$ cat src/rtl/cntr_config_param.sv
// ============================================================================
// Module      : cntr_config_param
// Description : Configurable up/down counter with start/stop control, STOP/WRAP
//               modes and a programmable step clamped at the end value.
// Revision    : 1.0 - initial release
// ============================================================================
`default_nettype none

module cntr_config_param #(
  parameter int WIDTH = 4
) (
  input  logic             clk,
  input  logic             reset_n,
  input  logic             start,
  input  logic             stop,
  input  logic             en,
  input  logic             dir,
  input  logic             mode,
  input  logic [WIDTH-1:0] cntr_start,
  input  logic [WIDTH-1:0] ind_val,
  input  logic [WIDTH-1:0] incr,
  output logic [WIDTH-1:0] cntr_out,
  output logic             ind,
  output logic             done,
  output logic             busy,
  output logic             cfg_err
);

  typedef enum logic [1:0] {
    IDLE = 2'd0,
    RUN  = 2'd1,
    HALT = 2'd2
  } state_t;

  state_t           r_state, w_state_nxt;
  logic [WIDTH-1:0] r_cntr, w_cntr_nxt;
  logic             r_dir, r_mode;
  logic [WIDTH-1:0] r_start, r_end, r_incr;
  logic             r_done, w_done_nxt;
  logic             r_cfg_err, w_cfg_err_nxt;
  logic             w_cfg_ok, w_accept;
  logic             w_at_end;
  logic [WIDTH:0]   w_sum, w_diff;
  logic             w_reached;

  assign w_cfg_ok = (incr != '0) &&
                    (dir ? (cntr_start >= ind_val) : (cntr_start <= ind_val));
  assign w_accept = start && !stop && w_cfg_ok;
  assign w_at_end = (r_cntr == r_end);

  // Extra bit catches carry/borrow so a step can never silently wrap past the end.
  assign w_sum  = {1'b0, r_cntr} + {1'b0, r_incr};
  assign w_diff = {1'b0, r_cntr} - {1'b0, r_incr};
  assign w_reached = r_dir ? (w_diff[WIDTH] || (w_diff[WIDTH-1:0] <= r_end))
                           : (w_sum[WIDTH]  || (w_sum[WIDTH-1:0]  >= r_end));

  always_comb begin
    w_state_nxt   = r_state;
    w_cntr_nxt    = r_cntr;
    w_done_nxt    = 1'b0;
    w_cfg_err_nxt = 1'b0;
    if (stop) begin
      w_state_nxt = IDLE;
    end else if (start) begin
      if (w_cfg_ok) begin
        w_state_nxt = RUN;
        w_cntr_nxt  = cntr_start;
        w_done_nxt  = (cntr_start == ind_val);
      end else begin
        w_cfg_err_nxt = 1'b1;
      end
    end else if (r_state == RUN && en) begin
      if (w_at_end) begin
        // Only reachable when loaded already at the end, or after a WRAP hit.
        if (r_mode) w_cntr_nxt  = r_start;
        else        w_state_nxt = HALT;
      end else if (w_reached) begin
        w_cntr_nxt = r_end;
        w_done_nxt = 1'b1;
        if (!r_mode) w_state_nxt = HALT;
      end else begin
        w_cntr_nxt = r_dir ? w_diff[WIDTH-1:0] : w_sum[WIDTH-1:0];
      end
    end
  end

  always_ff @(posedge clk or negedge reset_n) begin
    if (!reset_n) begin
      r_state   <= IDLE;
      r_cntr    <= '0;
      r_done    <= 1'b0;
      r_cfg_err <= 1'b0;
    end else begin
      r_state   <= w_state_nxt;
      r_cntr    <= w_cntr_nxt;
      r_done    <= w_done_nxt;
      r_cfg_err <= w_cfg_err_nxt;
    end
  end

  always_ff @(posedge clk or negedge reset_n) begin
    if (!reset_n) begin
      r_dir   <= 1'b0;
      r_mode  <= 1'b0;
      r_start <= '0;
      r_end   <= '0;
      r_incr  <= '0;
    end else if (w_accept) begin
      r_dir   <= dir;
      r_mode  <= mode;
      r_start <= cntr_start;
      r_end   <= ind_val;
      r_incr  <= incr;
    end
  end

  assign cntr_out = r_cntr;
  assign done     = r_done;
  assign cfg_err  = r_cfg_err;
  assign busy     = (r_state == RUN);
  assign ind      = (r_state != IDLE) && w_at_end;

endmodule

`default_nettype wire

$ cat config.mk
export PLATFORM = sky130hd
export DESIGN_NAME = cntr_config_param
export DESIGN_NICKNAME = d
export VERILOG_FILES = /design/src/rtl/cntr_config_param.sv
export SDC_FILE = /design/constraint.sdc
export NUM_CORES = 1
export LEC_CHECK = 0
export ABC_CLOCK_PERIOD_IN_PS = 4700
export CORE_MARGIN = 3
export CORE_UTILIZATION = 58
export CTS_CLUSTER_DIAMETER = 30
export DETAILED_ROUTE_END_ITERATION = 10
export PLACE_DENSITY = 0.95
export SLEW_MARGIN = 20
export SYNTH_ARGS = -nofsm -noshare
export SYNTH_HDL_FRONTEND = slang
export SYNTH_SLANG_ARGS = --single-unit
$ cat constraint.sdc
create_clock -name clk -period 4.7 [get_ports clk]
set_input_delay 0.94 -clock clk [delete_from_list [all_inputs] [get_ports clk]]
set_output_delay 0.94 -clock clk [all_outputs]
set_load 0.02 [all_outputs]
==> impl_metrics.ini, run 1 <==
[cells_and_area]
final_area_sq_um = 2050
area_growth_pct = 17.6
antenna_cells = 0
finish.utilization = 0.731
layout.nets = 243
drive_gt1_frac = 0.0891

[detailed_routing]
detail_route.wl_per_cell_um = 17.1
drt_iter0_markers = 51
first_pass_iters = 4
vias = 1436
route.detailed.drc = 0
drt_wl_total_mm = 3.98
via_per_inst = 6.16
antenna_left = 0

[power_and_ir_drop]
peakVddDrop_mv = 0.367
power.leakage_uw = 0.000908
powerDensity_nw_per_um2 = 623

[placed_design]
io_buffers = 26
gp_congestion = 0.915
dpl_cell_area_sq_um = 2020
hpwl_mm = 3.27

[yosys]
synth_nets = 216
synth_ff_type = dfrtp_1
synth_area_per_cell_sq_um = 9.91
ys_ff_latch = 22
synthTopCellsByCount = dfrtp_1 (22), ha_1 (19), nand2_1 (18)
yosys.area.top_type_share = 0.316
yosys_warnings = 0
ys_seq_area_frac = 0.316
synth_edf_count = 0
synth_cell_types = 46
synth-async-reset-ratio = 1.00
yosysMostFrequentCell = dfrtp_1
synth_area_leaders = dfrtp_1 (32%), ha_1 (14%), mux2_1 (5.8%)
syn_inst = 176
yosys.area.top_type = dfrtp_1
synth_area_sq_um = 1740

[sta]
slew_viol_final = 0
finalSetupViolCount = 0
tightest_slew_ns = 0.947
setup_tns_ns = 0
rsz0062_at_grt = no
fin_skew_ns = 0.00258
slew_headroom = 0.367
post-route-period-util = 0.684
hold_violations = 0
period_needed_ns = 3.21
max_freq_mhz = 311

[critical_path]
required_ns = 3.76
worstPathArrival_ns = 2.27
cp_max_fo = 8
crit_path_start_kind = register
critPathKind = reg -> out
endpoint_kind = output port

[floorplan]
design.die.area_sq_um = 3700
die_w_um = 60.8
top_level_ports = 27
die_h_um = 60.8
rows = 19
core_area_sq_um = 2810
start_util = 0.622

[cts]
clockRootBuffer = clkbuf_4
cts.htree.levels = 1
cts.sinks = 22
cts_buffer_depth = 2
ctsResizeCount = 0
post_cts_buffers = 0
cts_tree = done
path_clk_slew_ns = 0.12
clk_latency_ns = 0.31
hold_buffers = 0
cts_buffers = 3

[grt]
antenna_found_initial = 0
grt_usage = 0.242
grt_pass1_wl_mm = 6.72
grt_pass1_vias = 1498
grt_max_degree = 23
gr-total-overflow = 0

[status]
outcome = completed

[flow_run]
drv_cap = 0

[hold_path]
hold_class = reg -> reg
power breakdown:
group / leakage, uW / switching [uW] / total, uW / internal [uW]
Combinational: 0.000618 / 463 / 862 / 399
Clock: 0.0000210 / 57.0 / 104 / 47.3
Sequential: 0.000268 / 72.0 / 312 / 240
Total: 0.000908 / 592 / 1280 / 686
routing by layer:
layer  part of all wire  GRT usage
met5                  0          0
met4              0.030      0.102
met3              0.049     0.0277
met2               0.51      0.426
met1               0.42      0.298
cells in the final DEF, fill, tap and decap left out, types with 4 or more instances in the layout:
master and count:
nand2_1 18, xnor2_1 6, mux2i_1 4, nor2_1 4, mux2_1 9, dfrtp_1 22, o21ai_0 4, nand4_1 5
o21ai_1 5, clkdlybuf4s50_1 26, ha_1 19, inv_1 17, a21oi_1 10
sequential cells by signal (all words and copies together) (netlist names):
name	count
r_dir	1
done	1
r_end	4
cntr_out	4
cfg_err	1
r_incr	4
r_state	2
r_start	4
r_mode	1
worst paths after layout:
path / start / end / depth (start not counted) / slack [ns]
worst max-delay path: cntr_out[1]$_DFFE_PN0P_ / ind / 4 / 1.49
worst min-delay path: r_start[2]$_DFFE_PN0P_ / r_start[2]$_DFFE_PN0P_ / 2 / 0.52
worst max register to register: cntr_out[2]$_DFFE_PN0P_ / cntr_out[2]$_DFFE_PN0P_ / 10 / 1.57
worst min register to register: r_start[2]$_DFFE_PN0P_ / r_start[2]$_DFFE_PN0P_ / 2 / 0.52
max in group asynchronous: reset_n / r_state[0]$_DFFE_PN0P_ / 1 / 2.98
min in group asynchronous: reset_n / r_start[0]$_DFFE_PN0P_ / 1 / 1.14
final cells by class:
class / instances / area (sq um)
clock buffers: 4 / 36.3
fillers: 208 / 753
inverters: 18 / 67.6
multi-input cells: 132 / 1100
flip-flops and latches: 22 / 551
well taps: 31 / 38.8
repair buffers: 26 / 260
worst max-delay path, cell delays in order, from the launching register on:
cell,delay [ns]
dfrtp_1,0.52
xnor2_1,0.22
nand4_1,0.35
a21oi_1,0.24
clkdlybuf4s50_1,0.63
logic make-up after synthesis:
family / share of synthesized area
flops: 0.316
xor+xnor: 0.0452
mux: 0.0940
fa+ha+maj: 0.159
compound gates: 0.169
simple gates: 0.163
buf+inv: 0.0545
stage by stage:
| step | total power (uW) | hold WS, ns | instances | setup WS, ns |
|---|---|---|---|---|
| 2_1_floorplan | 948 | 0.447 | 176 | 1.85 |
| 3_3_place_gp | 1110 | 0.463 | 229 | 1.69 |
| 3_5_place_dp | 1170 | 0.492 | 229 | 1.58 |
| 4_1_cts | 1280 | 0.520 | 233 | 1.51 |
| 5_1_grt | 1370 | 0.553 | 233 | 1.38 |
| 6_report | 1280 | 0.516 | 233 | 1.49 |
No activity file was read; power rests on OpenSTA's default activity.
==> run 2: changes to the inputs <==
--- a/config.mk
+++ b/config.mk
@@ -5,12 +5,12 @@
 export SDC_FILE = /design/constraint.sdc
 export NUM_CORES = 1
 export LEC_CHECK = 0
-export ABC_CLOCK_PERIOD_IN_PS = 4700
+export ABC_CLOCK_PERIOD_IN_PS = 2800
 export CORE_MARGIN = 3
-export CORE_UTILIZATION = 58
+export CORE_UTILIZATION = 49
 export CTS_CLUSTER_DIAMETER = 30
 export DETAILED_ROUTE_END_ITERATION = 10
-export PLACE_DENSITY = 0.95
+export PLACE_DENSITY = 0.88
 export SLEW_MARGIN = 20
 export SYNTH_ARGS = -nofsm -noshare
 export SYNTH_HDL_FRONTEND = slang
==> constraint.sdc (replaced) <==
create_clock -name clk -period 2.8 [get_ports clk]
set_input_delay 0.56 -clock clk [delete_from_list [all_inputs] [get_ports clk]]
set_output_delay 0.56 -clock clk [all_outputs]
set_load 0.02 [all_outputs]
==> run 2 against run 1 <==
Effect of this change: the flow now finishes with violations (negative setup slack); via count up 4.8%; combinational power rose by 130%; clock skew is 0.00064 ns lower; flip-flop and latch count unchanged; first-iteration DRC count up 24%; highest routed layer unchanged; routed wire length up 6.3%; worst hold slack got worse by 0.018 ns; core utilization shrank 3.9 points; cell count is 16% higher.
==> impl_metrics.ini, run 2 (synthesis gave the netlist of run 1 again) <==
[status]
outcome = finished, violations left
failed_checks = negative setup slack

[floorplan]
top_level_ports = 27
rows = 21
die_w_um = 65.7
start_util = 0.515
design.die.area_sq_um = 4310
core_area_sq_um = 3390
die_h_um = 65.7

[cts]
clk_latency_ns = 0.31
cts_tree = done
cts_buffer_depth = 2
cts_buffers = 3
cts.htree.levels = 1
cts.sinks = 22
path_clk_slew_ns = 0.12
hold_buffers = 0
clockRootBuffer = clkbuf_4

[cells_and_area]
drive_gt1_frac = 0.240
layout.nets = 266
area_growth_pct = 34.6
antenna_cells = 0
multi_input_area_sq_um = 1190
mostFrequentLayoutCells = clkdlybuf4s50_1 (25), buf_4 (22), dfrtp_1 (20)
mostFrequentLayoutCell = clkdlybuf4s50_1
regArea_sq_um = 553
finish.utilization = 0.693
fillers = 224

[critical_path]
critPathKind = reg -> reg
required_ns = 3.04
crit_chain = buf_6 > buf_4 > fa_1 > xnor2_1 > ha_1 > a2111oi_4 > o221ai_2 > and2_4 > or3_1 > a31oi_1
rr_startpoint = cntr_out[1]$_DFFE_PN0P_
cp-startpoint = cntr_out[1]$_DFFE_PN0P_
endpoint_kind = register
crit_path_start_kind = register
path_delay_family = adder cells
worstPathArrival_ns = 3.12
crit_buf_inv = 2
crit_slowest_cell = dfrtp_2
cp_max_fo = 5
slowest_delay_ns = 0.48

[power_and_ir_drop]
powerDensity_nw_per_um2 = 1130
power.leakage_uw = 0.00105
peakVddDrop_mv = 0.459

[sta]
hold_violations = 0
period_needed_ns = 2.88
fin_ws_ns = -0.0777
post-route-period-util = 1.03
max_freq_mhz = 347
fin_skew_ns = 0.00194
holdWs_ns = 0.497
finalSetupViolCount = 3
tightest_slew_ns = 0.433
rsz0062_at_grt = yes
slew_headroom = 0.709
slew_viol_final = 0

[detailed_routing]
wl_met2_mm = 2.13
m1WireLength_mm = 1.84
highest-signal-layer = met4
first_pass_iters = 4
drt_iter0_markers = 63
via_per_inst = 5.55
route.detailed.drc = 0
wl_met3_um = 194
drt_wl_total_mm = 4.23
detail_route.wl_per_cell_um = 15.6
vias = 1505
antenna_left = 0

[hold_path]
hold_class = reg -> reg
hp-start = r_start[2]$_DFFE_PN0P_

[placed_design]
io_buffers = 26
hpwl_mm = 3.17
gp_congestion = 0.973

[flow_run]
drv_cap = 0

[grt]
grt_pass1_wl_mm = 6.40
antenna_found_initial = 0
grt_pass1_vias = 1408
grt_usage = 0.193
grt_max_degree = 23
gr-total-overflow = 0
==> run 2: final timing paths <==
path / to / slack (ns) / cells past startpoint
max in group asynchronous: cntr_out[1]$_DFFE_PN0P_ / 1.98 / 2
worst max-delay path: cntr_out[0]$_DFFE_PN0P_ / -0.08 / 10
worst max register to register: cntr_out[0]$_DFFE_PN0P_ / -0.08 / 10
worst min-delay path: r_start[2]$_DFFE_PN0P_ / 0.50 / 2
min in group asynchronous: r_mode$_DFFE_PN0P_ / 0.58 / 2
worst min register to register: r_start[2]$_DFFE_PN0P_ / 0.50 / 2
==> run 2: per-layer routing <==
metal / up-vias / global-route usage
met5: - / 0
met4: 0 / 0.0855
met3: 7 / 0.0222
met2: 42 / 0.328
met1: 725 / 0.244
li1: 731 / -
==> run 2: per-stage QoR <==
stage | worst slack [ns] | cells | setup TNS [ns] | total power, uW | cell area [sq um]
detailed placement | -0.0378 | 257 | -0.0749 | 2100 | 2140
floorplan | 0.0439 | 176 | 0 | 1610 | 1760
global placement | 0.0793 | 257 | 0 | 2040 | 2140
finish | -0.0777 | 271 | -0.186 | 2660 | 2350
global route | -0.140 | 271 | -0.583 | 2820 | 2350
CTS | 0.00780 | 267 | 0 | 2420 | 2260
==> run 2: area by class of cell <==
cell class                      count  area share
Sequential cell                    22       0.235
Timing Repair Buffer               49       0.187
Multi-Input combinational cell    132       0.509
Clock buffer                        4      0.0155
Inverter                           18      0.0288
Tap cell                           46      0.0245
==> run 2: power breakdown <==
group	total [uW]	leakage, uW	switching [uW]	internal, uW
logic	1980	0.000761	974	1000
clock network	179	0.0000210	99.4	79.6
registers	501	0.000266	96.3	405
==> run 2: repair_timing <==
| action | CTS | global route |
|---|---|---|
| pin swaps | 2 | 11 |
| resized for setup | 5 | 12 |
| buffers inserted | 6 | 4 |
| endpoints found under the setup margin | 4 | 7 |
==> run 2: worst register-to-register path: cells and delay by family (launching register included) <==
family          cells  cell delay (ns)
compound gates      3             0.66
fa+ha+maj           2             0.69
simple gates        2             0.52
buf+inv             2             0.27
xor+xnor            1             0.18
flops               1             0.48
==> run 3: changes to the inputs <==
--- a/config.mk
+++ b/config.mk
@@ -10,6 +10,7 @@
 export CORE_UTILIZATION = 49
 export CTS_CLUSTER_DIAMETER = 30
 export DETAILED_ROUTE_END_ITERATION = 10
+export HOLD_SLACK_MARGIN = 0.12
 export PLACE_DENSITY = 0.88
 export SLEW_MARGIN = 20
 export SYNTH_ARGS = -nofsm -noshare
==> results of run 3 <==
Final layout, timing and power as in run 2 (identical DEF).
